==> config.mk <==
export PLATFORM = sky130hd
export DESIGN_NAME = fp32_accumulator
export DESIGN_NICKNAME = d
export VERILOG_FILES = /design/src/rtl/fp32_accumulator_pkg.sv /design/src/rtl/fp32_accumulator_adder.sv /design/src/rtl/fp32_accumulator.sv
export SDC_FILE = /design/constraint.sdc
export NUM_CORES = 1
export LEC_CHECK = 0
export CAP_MARGIN = 40
export CORE_MARGIN = 5
export CORE_UTILIZATION = 26
export CTS_CLUSTER_DIAMETER = 200
export DETAILED_ROUTE_END_ITERATION = 10
export PLACE_DENSITY = 0.39
export SETUP_SLACK_MARGIN = 0.2
export SLEW_MARGIN = 20
export SYNTH_ARGS = -nofsm -noshare
export SYNTH_HDL_FRONTEND = slang
export SYNTH_SLANG_ARGS = --single-unit
==> constraint.sdc <==
create_clock -name clk -period 117.8 [get_ports clk]
set_input_delay 35.34 -clock clk [delete_from_list [all_inputs] [get_ports clk]]
set_output_delay 35.34 -clock clk [all_outputs]
set_load 0.1 [all_outputs]
==> src/rtl/fp32_accumulator_pkg.sv <==
// Shared FP32 field layout, exponent constants and the accumulator state
// encoding used by fp32_accumulator and its floating_adder.
package fp32_accumulator_pkg;

    localparam int FP_W        = 32;
    localparam int FP_SIGN_BIT = 31;
    localparam int FP_EXP_MSB  = 30;
    localparam int FP_EXP_LSB  = 23;
    localparam int FP_MAN_MSB  = 22;
    localparam int FP_MAN_LSB  = 0;
    localparam int FP_EXP_W    = 8;
    localparam int FP_MAN_W    = 23;

    localparam logic [FP_EXP_W-1:0] FP_EXP_ONES = 8'hFF;

    typedef enum logic [1:0] {
        IDLE = 2'd0,
        ACC  = 2'd1,
        OUT  = 2'd2
    } acc_state_e;

endpackage

==> src/rtl/fp32_accumulator_adder.sv <==
// floating_adder: purely combinational FP32 adder.
// - exponent 0 operands are treated as zero (no denormals)
// - exponent 255 operands are handled as ordinary numbers (no NaN/Inf)
// - round toward zero (truncation); exact cancellation yields +0
// - result sign follows the larger-magnitude operand
// - results whose exponent underflows flush to +0; exponent overflow
//   clamps the exponent field to 8'hFF
import fp32_accumulator_pkg::*;

module floating_adder (
    input  logic [31:0] a,
    input  logic [31:0] b,
    output logic [31:0] o
);

    // 24-bit significand followed by 26 guard bits; shifted-out bits of the
    // smaller operand collapse into a sticky LSB so truncation stays exact.
    localparam int ALN_W = 50;

    logic [7:0]        ea, eb;
    logic              a_zero, b_zero, a_big;
    logic [7:0]        el, es;
    logic [23:0]       ml, ms;
    logic              sl, ss;
    logic [7:0]        diff;
    logic [ALN_W-1:0]  big_al, sml_al, sml_sh;
    logic              sticky;
    logic [ALN_W:0]    mag;
    logic [5:0]        lead;
    logic [ALN_W-1:0]  norm;
    logic signed [9:0] exp_n;
    logic [22:0]       man;

    // Number of leading zeros in a non-zero aligned magnitude.
    function automatic logic [5:0] lead_zeros(input logic [ALN_W-1:0] v);
        logic [5:0] n;
        logic       found;
        n     = 6'd0;
        found = 1'b0;
        for (int i = ALN_W - 1; i >= 0; i--) begin
            if (!found && v[i]) begin
                found = 1'b1;
            end else if (!found) begin
                n = n + 6'd1;
            end
        end
        return n;
    endfunction

    // Pack a normalised result, flushing underflow to +0 and clamping the
    // exponent field at 8'hFF on overflow.
    function automatic logic [31:0] pack_fp(input logic s,
                                            input logic signed [9:0] e,
                                            input logic [22:0] m);
        if (e <= 10'sd0) begin
            return 32'd0;
        end else if (e > 10'sd255) begin
            return {s, FP_EXP_ONES, m};
        end else begin
            return {s, e[7:0], m};
        end
    endfunction

    // Align, add/subtract, normalise and pack.
    always_comb begin
        ea     = a[FP_EXP_MSB:FP_EXP_LSB];
        eb     = b[FP_EXP_MSB:FP_EXP_LSB];
        a_zero = (ea == 8'd0);
        b_zero = (eb == 8'd0);
        a_big  = (a[FP_EXP_MSB:0] >= b[FP_EXP_MSB:0]);

        if (a_big) begin
            el = ea; es = eb;
            ml = {1'b1, a[FP_MAN_MSB:FP_MAN_LSB]};
            ms = {1'b1, b[FP_MAN_MSB:FP_MAN_LSB]};
            sl = a[FP_SIGN_BIT]; ss = b[FP_SIGN_BIT];
        end else begin
            el = eb; es = ea;
            ml = {1'b1, b[FP_MAN_MSB:FP_MAN_LSB]};
            ms = {1'b1, a[FP_MAN_MSB:FP_MAN_LSB]};
            sl = b[FP_SIGN_BIT]; ss = a[FP_SIGN_BIT];
        end

        diff   = el - es;
        big_al = {ml, 26'd0};
        sml_al = {ms, 26'd0};
        if (diff >= 8'd50) begin
            sml_sh = '0;
            sticky = 1'b1;
        end else begin
            sml_sh = sml_al >> diff;
            sticky = ((sml_sh << diff) != sml_al);
        end
        sml_sh = sml_sh | {{(ALN_W-1){1'b0}}, sticky};

        if (sl == ss) begin
            mag = {1'b0, big_al} + {1'b0, sml_sh};
        end else begin
            mag = {1'b0, big_al} - {1'b0, sml_sh};
        end

        lead  = 6'd0;
        norm  = '0;
        exp_n = 10'sd0;
        man   = 23'd0;
        if (mag[ALN_W]) begin
            exp_n = $signed({2'b00, el}) + 10'sd1;
            man   = 23'(mag >> 27);
        end else begin
            lead  = lead_zeros(mag[ALN_W-1:0]);
            norm  = mag[ALN_W-1:0] << lead;
            exp_n = $signed({2'b00, el}) - $signed({4'b0000, lead});
            man   = 23'(norm >> 26);
        end

        if (a_zero && b_zero) begin
            o = 32'd0;
        end else if (a_zero) begin
            o = b;
        end else if (b_zero) begin
            o = a;
        end else if (mag == '0) begin
            o = 32'd0;
        end else begin
            o = pack_fp(sl, exp_n, man);
        end
    end

endmodule

==> src/rtl/fp32_accumulator.sv <==
// fp32_accumulator: sums a valid/ready stream of FP32 values terminated by
// in_last and presents the sum and element count on an output stream.
// Optional macro FPACC_OVF_DETECT_EN adds a sticky out_ovf flag that is set
// whenever an accumulator update produces exponent field 8'hFF.
import fp32_accumulator_pkg::*;

module fp32_accumulator #(
    parameter int CNT_W = 16
) (
    input  logic             clk,
    input  logic             rst_n,
    input  logic             in_valid,
    output logic             in_ready,
    input  logic [31:0]      in_data,
    input  logic             in_last,
    output logic             out_valid,
    input  logic             out_ready,
    output logic [31:0]      out_data,
`ifdef FPACC_OVF_DETECT_EN
    output logic             out_ovf,
`endif
    output logic [CNT_W-1:0] out_count
);

    acc_state_e       state, state_nxt;
    logic [31:0]      acc;
    logic [31:0]      sum;
    logic [CNT_W-1:0] cnt;
    logic             in_fire;

    // Saturating element-count increment.
    function automatic logic [CNT_W-1:0] sat_inc(input logic [CNT_W-1:0] c);
        if (&c) begin
            return c;
        end else begin
            return c + CNT_W'(1);
        end
    endfunction

    floating_adder u_add (
        .a (acc),
        .b (in_data),
        .o (sum)
    );

    assign in_fire   = in_valid & in_ready;
    assign out_data  = acc;
    assign out_count = cnt;

    // State register.
    always_ff @(posedge clk or negedge rst_n) begin
        if (!rst_n) begin
            state <= IDLE;
        end else begin
            state <= state_nxt;
        end
    end

    // Next-state and handshake outputs.
    always_comb begin
        state_nxt = state;
        in_ready  = 1'b0;
        out_valid = 1'b0;
        case (state)
            IDLE: begin
                in_ready = 1'b1;
                if (in_valid) begin
                    state_nxt = in_last ? OUT : ACC;
                end
            end
            ACC: begin
                in_ready = 1'b1;
                if (in_valid && in_last) begin
                    state_nxt = OUT;
                end
            end
            OUT: begin
                out_valid = 1'b1;
                if (out_ready) begin
                    state_nxt = IDLE;
                end
            end
            default: state_nxt = IDLE;
        endcase
    end

    // Accumulator and counter: first beat loads directly, later beats add.
    always_ff @(posedge clk or negedge rst_n) begin
        if (!rst_n) begin
            acc <= 32'd0;
            cnt <= '0;
        end else if (in_fire) begin
            if (state == IDLE) begin
                acc <= in_data;
                cnt <= CNT_W'(1);
            end else begin
                acc <= sum;
                cnt <= sat_inc(cnt);
            end
        end
    end

`ifdef FPACC_OVF_DETECT_EN
    logic ovf;

    // Sticky overflow flag, restarted by each vector's first beat and
    // cleared when the result is delivered.
    always_ff @(posedge clk or negedge rst_n) begin
        if (!rst_n) begin
            ovf <= 1'b0;
        end else if (out_valid && out_ready) begin
            ovf <= 1'b0;
        end else if (in_fire) begin
            if (state == IDLE) begin
                ovf <= (in_data[FP_EXP_MSB:FP_EXP_LSB] == FP_EXP_ONES);
            end else begin
                ovf <= ovf | (sum[FP_EXP_MSB:FP_EXP_LSB] == FP_EXP_ONES);
            end
        end
    end

    assign out_ovf = ovf;
`endif

endmodule

==> results of run 1 <==
cell families (layout without fill, tap and decap cells):
group,Yosys count,in the layout,share of synthesized area (%)
other,0,3,0
adder cells (fa/ha/maj),138,138,6.86
flip-flops,50,50,4.93
AND/OR/NAND/NOR,1564,1564,29.8
XOR/XNOR,190,190,7.92
multiplexers,212,212,9.40
AO/OA/AOI/OAI,1308,1308,34.5
buffers and inverters,418,462,6.53
final cells by class:
type,count,area (um2)
fill,10800,67500
multi-input combinational,3412,22700
timing repair buffer,291,2940
tap,1276,1600
sequential,50,1250
inverter,163,612
clock buffer,6,129
clock inverter,2,37.5
antenna,3,7.51
per-layer routing:
metal	GRT usage (%)	routed length, um	part of all wire, %	vias to the layer above
met5	0	26	0.017	-
met4	10.9	7690	5.0	4
met3	5.25	13400	8.7	402
met2	44.3	66900	43	1674
met1	38.7	67100	43	15600
li1	-	-	-	14700
layout by cell type (no fill, tap or decap), drive strengths merged, types with 28 or more instances in the layout:
master	Yosys	layout
nand2	470	470
nor2	385	385
a21oi	338	338
o21ai	287	287
buf	69	204
nand3	167	167
inv	161	160
mux2i	158	158
ha	135	135
nor3	128	128
xnor2	114	114
clkdlybuf4s50	0	85
and3	72	72
nand4	64	64
xor2	61	61
a31oi	60	60
o22ai	53	53
a211oi	53	53
dfrtp	50	50
nor4	49	49
o211ai	48	48
nand2b	40	40
a21o	40	40
or3	37	37
mux2	37	37
and2	35	35
o31ai	32	32
o21a	30	30
o221ai	28	28
flip-flops by register name, indices dropped and copies added (netlist names):
name / flops
out_data: 32
state: 2
out_count: 16
worst register-to-register path: cells and delay by family (launching register included):
family,cells,cell delay [ns]
xor+xnor,5,1.07
simple gates,68,11.23
mux,13,2.26
compound gates,75,14.48
buf+inv,15,3.24
flops,1,0.50
fa+ha+maj,50,16.51
per-stage QoR:
step / setup slack [ns] / hold slack (ns) / instance area, um2 / std cells
6_report: 33.24 / 0.514 / 29200 / 5203
5_1_grt: 29.78 / 0.534 / 29200 / 5201
4_1_cts: 33.32 / 0.508 / 29200 / 5195
3_5_place_dp: 33.30 / 0.498 / 29000 / 5187
3_3_place_gp: 33.36 / 0.504 / 27900 / 5112
2_1_floorplan: 40.66 / 0.460 / 25400 / 3880
path summary, 6_finish.rpt:
check | end | slack [ns]
worst max-delay path | out_data[13] | 33.24
worst min-delay path | state[0] | 0.51
worst max register to register | out_data[13] | 68.46
worst min register to register | state[0] | 0.51
max in group asynchronous | out_data[15] | 82.11
min in group asynchronous | out_count[6] | 35.15
==> metrics.md, run 1 <==
| Metric | Value |
|---|---|
| Crit. End Element | `flip-flop` |
| HP Class | `flip-flop to flip-flop` |
| CTS Sinks | `50` |
| Worst slew pin tran | `0.970 ns` |
| Hold Crit Depth | `1` |
| Final setup TNS | `0 ns` |
| DR vias/cell | `6.22` |
| Top cells by area, synth | `nand2_1, ha_1, a21oi_1` |
| Max Root-Sink Buffers | `2` |
| Prevailing post-synth register cell | `dfrtp_1` |
| Critical path class | `input port to flip-flop` |
| Max-cap violations | `0` |
| Syn avg cell area | `6.54 um2` |
| First-pass GRT wire length | `222 mm` |
| Num CTS Buffers | `5` |
| H-tree Lvls | `2` |
| DRT Pass-1 Iters | `6` |
| Hold wc startpoint | `state[1]` |
| Crit path launch | `in_data[23]` |
| Period utilization | `71.8%` |
| Cell Area, Synth | `25400 um2` |
| Nets | `4097` |
| Wire per inst | `29.8 um` |
| Max stage delay on crit path | `0.81 ns` |
| Reg-to-Reg Start | `out_data[23]` |
| Die Ht | `322 um` |
| DP Wirelength | `124 mm` |
| Port Buf Inserts | `86` |
| Die area | `104000 um2` |
| # hold bufs at CTS | `0` |
| GRT Total Usage | `28.3%` |
| Clock Tree Root | `clkbuf_16` |
| Top cells by count, synth | `nand2_1, nor2_1, a21oi_1` |
| Post-synth EDFFs | `0` |
| Post-synthesis cell type with the largest combined area | `nand2_1` |
| Final worst path period need | `84.56 ns` |
| Synthesized instance count | `3880` |
| R2R depth | `226` |
| Vias | `32300` |
| CTS tree | `built` |
| Final core utilization | `30.2%` |
| Antenna violations before repair | `5` |
| Die width | `322 um` |
| Asr flop ratio synth | `100%` |
| Cell Rows | `114` |
| Core box area | `96700 um2` |
| Distinct cell type count after synthesis | `136` |
| Status | `completed` |
| Count of final setup violators | `0` |
| CP max stage cell | `ha_4` |
| Crit path max fanout | `55` |
| Crit path top cell by count | `ha_1` |
| CP top delay family | `adder cells` |
| Mapped Nets | `4054` |
| Residual DRC | `0` |
| Yosys reg bits | `50` |
| Post-CTS resize count | `0` |
| Fin. max-slew vios | `0` |
| Startpoint types | `input port` |
| Bufs and invs on worst path | `17` |
| Congestion Overflow GR | `0` |
| CP Depth | `228` |
| RSZ-0062 raised after global routing | `no` |
| Synth warn | `0` |
| DRT iter0 DRCs | `3999` |
| Max-slew headroom | `34.8%` |
| I/O pin cnt | `87` |
| Gpl congestion | `1.05` |
| Setup Skew | `0.00891 ns` |
| Sequential share of the synthesized area | `4.93%` |
| Post-Route WL | `155 mm` |
| Skew-Pair Late Insertion Delay | `0.30 ns` |
| Synth top area share | `6.89%` |
| Setup bufs post-CTS | `0` |
| Pin count of the biggest net entering global routing | `60` |
| Worst EP required | `118.05 ns` |
| CP Data Arrival Time | `84.80 ns` |
| Max Fclk | `0.0118 GHz` |
| Share of cells above drive strength 1 | `10.0%` |
| Clock transition at the registers of the reported paths | `0.08 ns` |
| Post-route antenna net violation count | `0` |
| Initial Util | `26.2%` |
| Area Overhead vs Synth | `15.2%` |
| Final Hold Viols | `0` |
| Vias in the first global route | `30700` |
| Most common cell in the netlist | `nand2_1` |
Power of run 1 is left out: the tool's default activity adds up to more than one toggle a clock period on the data nets, which glitch-free logic cannot reach.
==> run 2: changes to the inputs <==
clock period = 78.7 ns   (was 117.8 ns; I/O delays follow)
==> metrics.md, run 2 (same netlist as run 1, synthesis figures left out) <==
| Metric | Value |
|---|---|
| Register area | `1250 um2` |
| Nets | `4092` |
| Design area | `29200 um2` |
| DRT Pass-1 Iters | `7` |
| I/O pin cnt | `87` |
| GRT Total Usage | `27.9%` |
| Clock Tree Root | `clkbuf_16` |
| Max stage delay on crit path | `0.75 ns` |
| Max Root-Sink Buffers | `2` |
| Die Ht | `322 um` |
| Pre-CTS setup slack | `6.97 ns` |
| HP Class | `flip-flop to flip-flop` |
| DR vias/cell | `6.23` |
| Crit path max fanout | `50` |
| Hold Crit Depth | `1` |
| Reg-to-Reg Start | `out_data[7]` |
| Final setup TNS | `0 ns` |
| CTS tree | `built` |
| # fillers | `10800` |
| Placed cell areas | `29000 um2` |
| # diodes | `0` |
| Antenna violations before repair | `3` |
| Max FFs per register | `32` |
| Inst Count DP | `5182` |
| DP Wirelength | `121 mm` |
| R2R depth | `226` |
| CTS Sinks | `50` |
| Routing usage on met2 | `42.7%` |
| Post-CTS resize count | `0` |
| Pin count of the biggest net entering global routing | `51` |
| Area Overhead vs Synth | `15.2%` |
| Wire per inst | `29.4 um` |
| Vias in the first global route | `30700` |
| Residual DRC | `0` |
| Startpoint types | `input port` |
| H-tree Lvls | `2` |
| Final worst slack | `6.51 ns` |
| Worst EP required | `78.95 ns` |
| Gr busiest metal | `met2` |
| Crit path top cell by count | `ha_1` |
| Port Buf Inserts | `86` |
| Post-route antenna net violation count | `0` |
| Non-Filler Instances | `5195` |
| DRT iter0 DRCs | `3810` |
| Setup bufs post-CTS | `0` |
| Vias | `32400` |
| Critical R2R Capture | `out_data[13]` |
| Flop2flop setup slack | `30.01 ns` |
| Status | `completed` |
| Critical path class | `input port to flip-flop` |
| Max-cap violations | `0` |
| Count of final setup violators | `0` |
| M3 GR Usage | `6.42%` |
| RSZ-0062 raised after global routing | `no` |
| Fin. max-slew vios | `0` |
| Core box area | `96700 um2` |
| Initial Util | `26.2%` |
| Final Hold Viols | `0` |
| Worst slew pin tran | `1.13 ns` |
| Skew-Pair Late Insertion Delay | `0.31 ns` |
| Area of the multi-input gates | `22700 um2` |
| Cell Rows | `114` |
| Met1 Use GR | `37.7%` |
| WHS Endpoint | `state[0]` |
| Period utilization | `91.7%` |
| CP Data Arrival Time | `72.44 ns` |
| Die width | `322 um` |
| Die area | `104000 um2` |
| Hold wc startpoint | `state[1]` |
| Commonest non-fill, non-tap cell in the layout | `nand2_1` |
| Max Fclk | `0.0139 GHz` |
| Max-slew headroom | `24.8%` |
| Clock transition at the registers of the reported paths | `0.08 ns` |
| Num CTS Buffers | `5` |
| Crit. End Element | `flip-flop` |
| Congestion Overflow GR | `0` |
| CP max stage cell | `nor3_1` |
| Gpl congestion | `1.06` |
| Setup Skew | `0.0113 ns` |
| Post-Route WL | `153 mm` |
| Final worst path period need | `72.19 ns` |
| Most frequent cells in the layout | `nand2_1, nor2_1, a21oi_1` |
| # hold bufs at CTS | `0` |
| First-pass GRT wire length | `220 mm` |
| Share of cells above drive strength 1 | `9.90%` |
run 2: cell types whose count changed in the layout (fill, tap and decap cells not counted), sizes merged:
cell	before	now
clkinvlp	1	0
clkdlybuf4s15	0	1
clkbuf	8	9
diode	3	0
buf	204	198
run 2: worst max-delay path by stage:
stage | from | endpoint | slack (ns) | cells past startpoint
global route | in_data[26] | out_data[13] | 2.73 | 223
finish | in_data[23] | out_data[13] | 6.51 | 228
floorplan | in_data[26] | out_data[11] | 13.29 | 235
global placement | in_data[8] | out_data[13] | 6.69 | 227
CTS | in_data[26] | out_data[13] | 7.01 | 223
detailed placement | in_data[26] | out_data[13] | 6.97 | 223
run 2: cell type report:
type	instances	share of cell area, %
clock buffers	7	0.454
inverters	163	2.09
flip-flops and latches	50	4.28
clock inverters	1	0.103
multi-input cells	3412	77.5
well taps	1276	5.46
repair buffers	286	10.1
run 2: critical path: cells and delay by family:
kind / cells / cell delay (ns)
compound gates: 77 / 15.06
xor+xnor: 5 / 1.12
fa+ha+maj: 50 / 16.09
mux: 13 / 2.14
simple gates: 66 / 10.50
buf+inv: 17 / 3.79
run 2: routing by layer:
layer  part of all wire, %  vias up
li1                      -    14600
met1                    43    15600
met2                    42     1694
met3                   9.1      405
met4                   5.5        2
met5                0.0085        -
run 2: through the flow:
| step | hold slack, ns | utilization [%] |
|---|---|---|
| 2_1_floorplan | 0.460 | - |
| 3_3_place_gp | 0.500 | 28.8 |
| 3_5_place_dp | 0.498 | 30.0 |
| 4_1_cts | 0.508 | 30.2 |
| 5_1_grt | 0.532 | 30.2 |
| 6_report | 0.513 | 30.2 |
Power of run 2 is left out for the same reason.
